==> config.mk <==
export PLATFORM = sky130hd
export DESIGN_NAME = game_seq_ctrl
export DESIGN_NICKNAME = d
export VERILOG_FILES = /design/src/rtl/game_seq_ctrl.sv
export SDC_FILE = /design/constraint.sdc
export NUM_CORES = 1
export LEC_CHECK = 0
export CAP_MARGIN = 0
export CORE_MARGIN = 4
export CORE_UTILIZATION = 35
export DETAILED_ROUTE_END_ITERATION = 10
export PLACE_DENSITY_LB_ADDON = 0.1
export SETUP_SLACK_MARGIN = 0.5
export SLEW_MARGIN = 20
export SYNTH_ARGS = -nofsm -noshare
export SYNTH_HDL_FRONTEND = slang
export SYNTH_SLANG_ARGS = --single-unit
==> constraint.sdc <==
create_clock -name clk -period 2.8 [get_ports clk]
set_input_delay 0.42 -clock clk [delete_from_list [all_inputs] [get_ports clk]]
set_output_delay 0.42 -clock clk [all_outputs]
set_load 0.03 [all_outputs]
==> src/rtl/game_seq_ctrl.sv <==
`default_nettype none
// ============================================================================
// Module   : game_seq_ctrl
// Brief    : Brick-breaker game sequencer. Generates the frame tick, runs the
//            attract/serve/play/pause/lost-life/game-over/win state machine,
//            gates paddle and ball motion and tracks lives, score and bricks.
// Options  : define HIGH_SCORE_EN to build the high-score register.
// Revision : 1.0 - initial release
// ============================================================================
module game_seq_ctrl #(
   parameter int TICK_DIV     = 833333,
   parameter int LIVES_INIT   = 3,
   parameter int BRICK_COUNT  = 40,
   parameter int SERVE_TICKS  = 120,
   parameter int HOLD_TICKS   = 60,
   parameter int BRICK_POINTS = 10
) (
   input  logic        clk,
   input  logic        rst,
   input  logic        start_n,
   input  logic        pause_sw,
   input  logic        brick_hit,
   input  logic        ball_lost,
   output logic        frame_tick,
   output logic        paddle_en,
   output logic        ball_en,
   output logic        ball_reset,
   output logic [2:0]  game_state,
   output logic [2:0]  lives,
   output logic [15:0] score,
   output logic [7:0]  bricks_left,
   output logic [15:0] high_score
);

   localparam int TW      = (TICK_DIV > 1) ? $clog2(TICK_DIV) : 1;
   localparam int CNT_MAX = (SERVE_TICKS > HOLD_TICKS) ? SERVE_TICKS : HOLD_TICKS;
   localparam int CW      = $clog2(CNT_MAX + 2);

   localparam logic [TW-1:0] c_TICK_LAST = TW'(TICK_DIV - 1);
   localparam logic [CW-1:0] c_SERVE     = CW'(SERVE_TICKS);
   localparam logic [CW-1:0] c_HOLD      = CW'(HOLD_TICKS);
   localparam logic [2:0]    c_LIVES     = 3'(LIVES_INIT);
   localparam logic [7:0]    c_BRICKS    = 8'(BRICK_COUNT);
   localparam logic [16:0]   c_POINTS    = 17'(BRICK_POINTS);

   typedef enum logic [2:0] {
      ST_ATTRACT = 3'd0,
      ST_SERVE   = 3'd1,
      ST_PLAY    = 3'd2,
      ST_PAUSE   = 3'd3,
      ST_LOST    = 3'd4,
      ST_OVER    = 3'd5,
      ST_WIN     = 3'd6,
      ST_BAD     = 3'd7
   } state_e;

   state_e        state_q, state_d;
   logic [TW-1:0] tick_cnt_q, tick_cnt_d;
   logic          frame_tick_q;
   logic          sync1_q, sync2_q, sync3_q, start_evt_q;
   logic [CW-1:0] cnt_q, cnt_d, cnt_inc;
   logic [2:0]    lives_q, lives_d;
   logic [15:0]   score_q, score_d, score_sat;
   logic [16:0]   score_sum;
   logic [7:0]    bricks_q, bricks_d;
   logic          ball_reset_q, ball_reset_d;
   logic          paddle_en_q, paddle_en_d;
   logic          ball_en_q, ball_en_d;

   // Free-running frame divider; the pulse marks the last count of each frame
   always_comb begin
      tick_cnt_d = (tick_cnt_q == c_TICK_LAST) ? '0 : tick_cnt_q + 1'b1;
   end

   // Divider and frame_tick registers
   always_ff @(posedge clk or negedge rst) begin
      if (!rst) begin
         tick_cnt_q   <= '0;
         frame_tick_q <= 1'b0;
      end else begin
         tick_cnt_q   <= tick_cnt_d;
         frame_tick_q <= (tick_cnt_d == c_TICK_LAST);
      end
   end

   // Two-flop synchroniser on the button, then a registered falling-edge detect
   always_ff @(posedge clk or negedge rst) begin
      if (!rst) begin
         sync1_q     <= 1'b1;
         sync2_q     <= 1'b1;
         sync3_q     <= 1'b1;
         start_evt_q <= 1'b0;
      end else begin
         sync1_q     <= start_n;
         sync2_q     <= sync1_q;
         sync3_q     <= sync2_q;
         start_evt_q <= sync3_q & ~sync2_q;
      end
   end

   // Serve/hold counter advance and saturating score add
   always_comb begin
      cnt_inc   = cnt_q + CW'(frame_tick_q);
      score_sum = {1'b0, score_q} + c_POINTS;
      score_sat = score_sum[16] ? 16'hFFFF : score_sum[15:0];
   end

   // Game state machine: next state, counters and enables
   always_comb begin
      state_d      = state_q;
      cnt_d        = cnt_q;
      lives_d      = lives_q;
      score_d      = score_q;
      bricks_d     = bricks_q;
      ball_reset_d = 1'b0;
      case (state_q)
         ST_ATTRACT: begin
            lives_d  = c_LIVES;
            score_d  = '0;
            bricks_d = c_BRICKS;
            if (start_evt_q) begin
               state_d      = ST_SERVE;
               ball_reset_d = 1'b1;
               cnt_d        = '0;
            end
         end
         ST_SERVE: begin
            cnt_d = cnt_inc;
            if (start_evt_q || (cnt_inc >= c_SERVE)) begin
               state_d = ST_PLAY;
               cnt_d   = '0;
            end
         end
         ST_PLAY: begin
            // Brick first, then win, then ball loss, then pause
            if (brick_hit && (bricks_q != 8'd0)) begin
               bricks_d = bricks_q - 8'd1;
               score_d  = score_sat;
            end
            if (brick_hit && (bricks_q == 8'd1)) begin
               state_d = ST_WIN;
            end else if (ball_lost) begin
               if (lives_q != 3'd0) lives_d = lives_q - 3'd1;
               if (lives_q <= 3'd1) begin
                  state_d = ST_OVER;
               end else begin
                  state_d = ST_LOST;
                  cnt_d   = '0;
               end
            end else if (pause_sw) begin
               state_d = ST_PAUSE;
            end
         end
         ST_PAUSE: begin
            if (!pause_sw) state_d = ST_PLAY;
         end
         ST_LOST: begin
            cnt_d = cnt_inc;
            if (cnt_inc >= c_HOLD) begin
               state_d      = ST_SERVE;
               ball_reset_d = 1'b1;
               cnt_d        = '0;
            end
         end
         ST_OVER, ST_WIN: begin
            if (start_evt_q) state_d = ST_ATTRACT;
         end
         default: begin
            state_d = ST_ATTRACT;
         end
      endcase
      paddle_en_d = (state_d == ST_SERVE) || (state_d == ST_PLAY);
      ball_en_d   = (state_d == ST_PLAY);
   end

   // Game state and scoreboard registers
   always_ff @(posedge clk or negedge rst) begin
      if (!rst) begin
         state_q      <= ST_ATTRACT;
         cnt_q        <= '0;
         lives_q      <= c_LIVES;
         score_q      <= '0;
         bricks_q     <= c_BRICKS;
         ball_reset_q <= 1'b0;
         paddle_en_q  <= 1'b0;
         ball_en_q    <= 1'b0;
      end else begin
         state_q      <= state_d;
         cnt_q        <= cnt_d;
         lives_q      <= lives_d;
         score_q      <= score_d;
         bricks_q     <= bricks_d;
         ball_reset_q <= ball_reset_d;
         paddle_en_q  <= paddle_en_d;
         ball_en_q    <= ball_en_d;
      end
   end

`ifdef HIGH_SCORE_EN
   logic [15:0] high_score_q;

   // Record the final score of a finished game if it beats the best so far
   always_ff @(posedge clk or negedge rst) begin
      if (!rst) begin
         high_score_q <= '0;
      end else if ((state_q == ST_PLAY) &&
                   ((state_d == ST_OVER) || (state_d == ST_WIN)) &&
                   (score_d > high_score_q)) begin
         high_score_q <= score_d;
      end
   end

   assign high_score = high_score_q;
`else
   assign high_score = 16'd0;
`endif

   assign frame_tick  = frame_tick_q;
   assign paddle_en   = paddle_en_q;
   assign ball_en     = ball_en_q;
   assign ball_reset  = ball_reset_q;
   assign game_state  = state_q;
   assign lives       = lives_q;
   assign score       = score_q;
   assign bricks_left = bricks_q;

endmodule
`default_nettype wire

# --- Word level (Yosys, flattened, before mapping) ---
# Cells that the tools add are included.
classes:
  n_bitwise: 2
  mux: 30
  n_eq_ne: 17
  n_reduce_logical: 13
  n_addsub: 5
  order_cmp: 3
ops:
  columns: ["operator", "n"]
  rows:
  - ["two-way mux 7 bit", 6]
  - ["equality test 20 bit, second input constant", 2]
  - ["two-way mux 3 bit", 11]
  - ["two-way mux 16 bit", 2]
  - ["case mux 16 bit (2 select lines)", 1]
  - ["case mux 7 bit (4 select lines)", 1]
  - ["adder 20 x 1 -> 20 bit, second input constant", 1]
  - ["two-way mux 20 bit", 1]
  - ["case mux 3 bit (6 select lines)", 1]
  - ["adder 16 x 4 -> 17 bit, second input constant", 1]
  - ["case mux 8 bit (2 select lines)", 1]
  - ["inequality test 2 bit, second input constant", 6]
  - ["equality test 3 x 2 -> 1 bit, second input constant", 3]
  - ["equality test 3 bit, second input constant", 3]
  - ["equality test 8 x 1 -> 1 bit, second input constant", 1]
  - ["two-way mux 8 bit", 1]
  - ["nonzero test 8 bit", 1]
  - ["subtractor 8 x 1 -> 8 bit, second input constant", 1]
  - ["adder 7 x 1 -> 7 bit", 1]
  - ["greater-or-equal comparator 7 x 6 -> 1 bit, second input constant", 1]
  - ["greater-or-equal comparator 7 bit, second input constant", 1]
  - ["equality test 3 x 1 -> 1 bit, second input constant", 2]
  - ["case mux 3 bit (2 select lines)", 1]
  - ["AND reduction 5 bit", 1]
  - ["other kinds (15)", 19]
word_totals:
  in_bits: 6
  out_inout_bits: 50
  wordCells: 84
  reg_bits: 65

# --- Logic depth before layout (Yosys ltp) ---
depth:
  ltp_word: 7
  mapped_depth: 8
  ltp_nobuf: 8

# --- Worst setup path after synthesis ---
# OpenSTA, ideal clock, no wires.
synth_timing:
  path_kind: "register to register"
  start: "register frame_tick_q (netlist: frame_tick)"
  end: "register cnt_q[3]"
  path_stages_with_launch: 9
  slack_ns: 0.478
  n_path_buf: 0
  arrival_time_ns: 2.239
  t_required_ns: 2.717
  setup_time_ns: 0.083
  path_cell_list: "dfrtp_1 -> ha_1 -> ha_1 -> a21oi_1 -> nor3_1 -> or4b_1 -> a21oi_1 -> a21oi_1 -> o21ai_0"
synth_between:
  elab_chain_cells: 5
  word_cells_on_any_way: 7
  cone_classes: "add/sub: 1; order compare: 2; mux: 3; reduce/logical: 1"
synth_rtl:
  columns: ["item", "line_no", "rtl"]
  rows:
  - ["start: declaration", "59", "logic frame_tick_q;"]
  - ["start signal: assignment", "82", "frame_tick_q <= (tick_cnt_d == c_TICK_LAST);"]
  - ["adder 7 x 1 -> 7 bit (*)", "103", "cnt_inc = cnt_q + CW'(frame_tick_q);"]
  - ["greater-or-equal comparator 7 bit", "129", "if (start_evt_q || (cnt_inc >= c_SERVE)) begin"]
  - ["logical OR 1 bit", "129", null]
  - ["two-way mux 7 bit", "129", null]
  - ["case mux 7 bit (4 select lines) (*)", "116", "case (state_q)"]
  - ["end signal: assignment", "189", "cnt_q <= cnt_d;"]
  - ["end: declaration", "61", "logic [CW-1:0] cnt_q, cnt_d, cnt_inc;"]
# Every way passes the cells marked *; elsewhere a longest branch is shown, timed or not.
# A chain may end at the register's enable or synchronous reset.

# --- Worst setup path after layout ---
layout_timing:
  start: "input brick_hit"
  end: "register paddle_en_q (netlist: paddle_en)"
layout_between:
  elab_chain_cells: 5
  word_cells_on_any_way: 6
  cone_classes: "eq/ne: 2; mux: 2; reduce/logical: 2"
layout_rtl:
  columns: ["item", "line_no", "rtl"]
  rows:
  - ["start: declaration", "22", "input logic brick_hit,"]
  - ["logical AND 1 bit (*)", "140", "if (brick_hit && (bricks_q == 8'd1)) begin"]
  - ["two-way mux 3 bit (*)", "140", null]
  - ["case mux 3 bit (6 select lines) (*)", "116", null]
  - ["equality test 3 x 1 -> 1 bit / equality test 3 x 2 -> 1 bit (equally long branches)", "172", "paddle_en_d = (state_d == ST_SERVE) || (state_d == ST_PLAY);"]
  - ["logical OR 1 bit (*)", "172", null]
  - ["named net paddle_en_d", "67", "logic paddle_en_q, paddle_en_d;"]
  - ["end signal: assignment", "194", "paddle_en_q <= paddle_en_d;"]
  - ["end: declaration", "67", null]
# Mark *: on every way through the listed nets, which the timed path passes. The rest lies on a longest branch.

==> flow_results.org <==
** Yosys
- Post-synthesis cell type with the largest combined area :: sky130_fd_sc_hd__dfrtp_1
- Top area cells in the synthesized netlist :: sky130_fd_sc_hd__dfrtp_1 38%, sky130_fd_sc_hd__nor2_1 5.3%, sky130_fd_sc_hd__dfstp_2 4.8%
- Synthesis inferred 65 register bits.
- Mapped cell area :: 3800 sq um
- Synthesis produced 429 cells.
- Number of enable flip-flop cells after synthesis :: 0
- sky130_fd_sc_hd__dfrtp_1 is the most common cell in the netlist.
- In the synthesized netlist the dominant register cell turns out to be sky130_fd_sc_hd__dfrtp_1.
- Yosys synthesis warning count :: 0
- Top cells by instance count after synthesis :: 58 x sky130_fd_sc_hd__dfrtp_1, 54 x sky130_fd_sc_hd__nor2_1, 42 x sky130_fd_sc_hd__nand2_1, 34 x sky130_fd_sc_hd__o21ai_0, 22 x sky130_fd_sc_hd__inv_1
- Part of the Yosys area used for sequential elements :: 0.430
- Avg Cell Area, Syn :: 8.87 sq um
- Area share of the largest cell type after synthesis :: 0.381
- Yosys mapped the design onto 63 distinct sky130hd cell types.
- Post-synth ARST share :: 1.00

** Clocking
- Count of clock tree sinks :: 65
- Buffer levels on the longest clock path :: 2
- In this run the number of H-tree levels came out at 3.
- Clock-pin slew was measured on the worst setup and hold paths at 0.07 ns.
- The tree is rooted in a sky130_fd_sc_hd__clkbuf_8.
- Clk Latency, worst-skew pair :: 0.34 ns
- Inserted Clock Buffers :: 9
- TritonCTS built the clock tree.

** Cells and area
- Area Overhead vs Synth :: 21.2%
- Counting the fill cells in the layout gives 1,039.
- The repair_antennas step left the layout with diodes totalling 0.
- Share of layout cells above drive strength 1 :: 0.128
- In the final design database the tool counted 486 nets.
- The finished layout holds 611 standard cells, fillers aside.

** Place
- Weighted congestion reported at the end of routability-driven placement :: 0.803
- Counting tap cells, the placed design contains a total of 593 instances.
- Sum of net half-perimeters after detailed placement :: 5.82 mm
- Port Buf Inserts :: 39

** Timing
- Of the available clock period, the critical path in the final layout requires 0.814.
- The total count of max-transition violations in the final report came to 0.
- Setup violations remaining at the end of the flow were counted as 0.
- Setup total negative slack on the finished layout was measured at 0 ns.
- For the final database, setup skew stands at 0.00942 ns.
- Setup repair after global routing missed its margin :: true
- Slew HR :: 0.554
- For the pin with the worst max-slew slack, the measured transition is 0.663 ns.
- The worst path needs 2.28 ns of the cycle, external delays included.
- Final hold violation count :: 0
- For this run, the top clock speed supported by timing is 439 MHz.

** Drt
- Antenna Nets Post-Route :: 0
- Post-Route WL :: 8.46 mm
- Via total after detailed routing :: 3,147
- Using the TritonRoute via totals, the vias-per-cell ratio works out to 5.15.
- In the final routed layout, each cell accounts on average for 13.8 microns.
- Number of DRC markers in iteration 0 :: 197
- Router iterations before antenna repair :: 6
- Final routed DRC violation total :: 0

** GRT
- Global-route congestion overflow total :: 0
- Across every metal layer, demand over resource in global routing totals 0.140.
- The first global-routing pass estimated 14.8 mm of wire.
- Largest net degree at the start of global routing :: 66
- The number of antenna violations at the first check in global routing was 0.
- The number of global-route vias before repair is 3,061.

** Worst hold path
- In this run the worst hold path is classified as in -> async.

** Outcome
- The flow ran to the end, and the final reports show no timing, DRC or antenna violations.

** Floorplan
- For this configuration, the core starts out at a cell density of 0.364.
- 56 I/O pins were placed.
- Total core area :: 10,500 sq um
- Measured along the x axis, the die boundary spans 112 microns.
- The initialized floorplan defines 37 standard-cell rows.
- The die is 112 microns tall.
- Die area :: 12,600 sq um

** Critical path
- Required @ worst endpoint :: 3.01 ns
- Critical Path Source Type :: input port
- The critical path is of the in -> reg type.
- In this run the worst path has a maximum fanout of 4.
- CP Data Arrival Time :: 2.49 ns
- STA classifies the critical path endpoint as a flip-flop.

** Power and ir drop
- Overall power consumption :: 3.42 mW
- Maximum ir drop on the vdd rail :: 0.490 mV
- In this run the static leakage power is 1.98 nW.
- P per Cell Area :: 741 nW/um^2

** Run
- Max-cap violations in this run came to 0.
[stage by stage]
stage / hold WS (ns) / worst slack [ns] / utilization / area [sq um]
6_report: 0.0932 / 0.522 / 0.441 / 4610
5_1_grt: 0.111 / 0.409 / 0.441 / 4610
4_1_cts: 0.102 / 0.496 / 0.434 / 4540
3_5_place_dp: 0.347 / 0.190 / 0.411 / 4300
3_3_place_gp: 0.348 / 0.216 / 0.411 / 4300
2_1_floorplan: 0.124 / 0.532 / - / 3860
[state kept, by name (all words and copies together) (netlist names), 3 cells and up]
signal / cells
tick_cnt_q: 20
score: 16
bricks_left: 8
cnt_q: 7
game_state: 3
lives: 3
[power breakdown]
part           internal, mW  switching [mW]  total [mW]  leakage [nW]
logic                 0.528           0.823        1.35          1.01
registers              1.05           0.102        1.15         0.858
clock network         0.552           0.365       0.917         0.111
total                  2.13            1.29        3.42          1.98
[area by class of cell]
cell class	instances	area [sq um]	share of cell area
clock buffers	14	163	0.0353
clock inverters	2	60.1	0.0130
inverters	23	86.3	0.0187
multi-input cells	323	2030	0.440
flip-flops and latches	65	1640	0.355
well taps	136	170	0.0369
repair buffers	48	465	0.101
[metal layers]
layer	part of all wire	vias to the layer above	wire, microns	GRT usage
li1	-	1557	-	-
met1	0.48	1521	4060	0.188
met2	0.47	62	3960	0.223
met3	0.042	7	356	0.0383
met4	0.010	0	85	0.0417
met5	0	-	0	0
[kinds of logic after synthesis]
group           after synthesis  share of synthesized area
buf+inv                      56                     0.0727
compound gates               88                      0.153
other cells                   1                   0.000986
xor+xnor                     27                     0.0621
flops                        65                      0.430
fa+ha+maj                    10                     0.0329
simple gates                181                      0.246
mux                           1                    0.00263
[repair_timing]
item	CTS	global route
pin swaps	0	2
setup endpoints to repair	2	32
resized for setup	4	14
hold buffers	0	0
setup buffers	0	2
[path summary, 6_finish.rpt]
path / end / from / slack, ns / depth (start not counted)
min in group clk: sync2_q / sync1_q / 0.36 / 0
setup / recovery: paddle_en / brick_hit / 0.52 / 7
max in group asynchronous: sync1_q / rst / 2.37 / 2
hold / removal: paddle_en / rst / 0.09 / 2
setup reg to reg: paddle_en / bricks_left[1] / 0.53 / 8
hold reg to reg: sync2_q / sync1_q / 0.36 / 0
[critical path, stage by stage]
cell and delay, ns:
sky130_fd_sc_hd__clkdlybuf4s50_1 0.47, sky130_fd_sc_hd__or4bb_1 0.51, sky130_fd_sc_hd__or2_4 0.27, sky130_fd_sc_hd__a32o_1 0.27, sky130_fd_sc_hd__a311oi_2 0.27, sky130_fd_sc_hd__nor2b_2 0.22
sky130_fd_sc_hd__a211oi_2 0.06
[layout by cell type, fill, tap and decap left out, types with 11 or more instances in the layout]
cell,count
sky130_fd_sc_hd__dfrtp_1,56
sky130_fd_sc_hd__nor2_1,54
sky130_fd_sc_hd__nand2_1,42
sky130_fd_sc_hd__clkdlybuf4s50_1,38
sky130_fd_sc_hd__o21ai_0,32
sky130_fd_sc_hd__inv_1,22
sky130_fd_sc_hd__xor2_1,17
sky130_fd_sc_hd__nand3_1,16
sky130_fd_sc_hd__conb_1,16
sky130_fd_sc_hd__a21oi_1,14
sky130_fd_sc_hd__clkbuf_8,11
No activity file was read; power rests on OpenSTA's default activity.
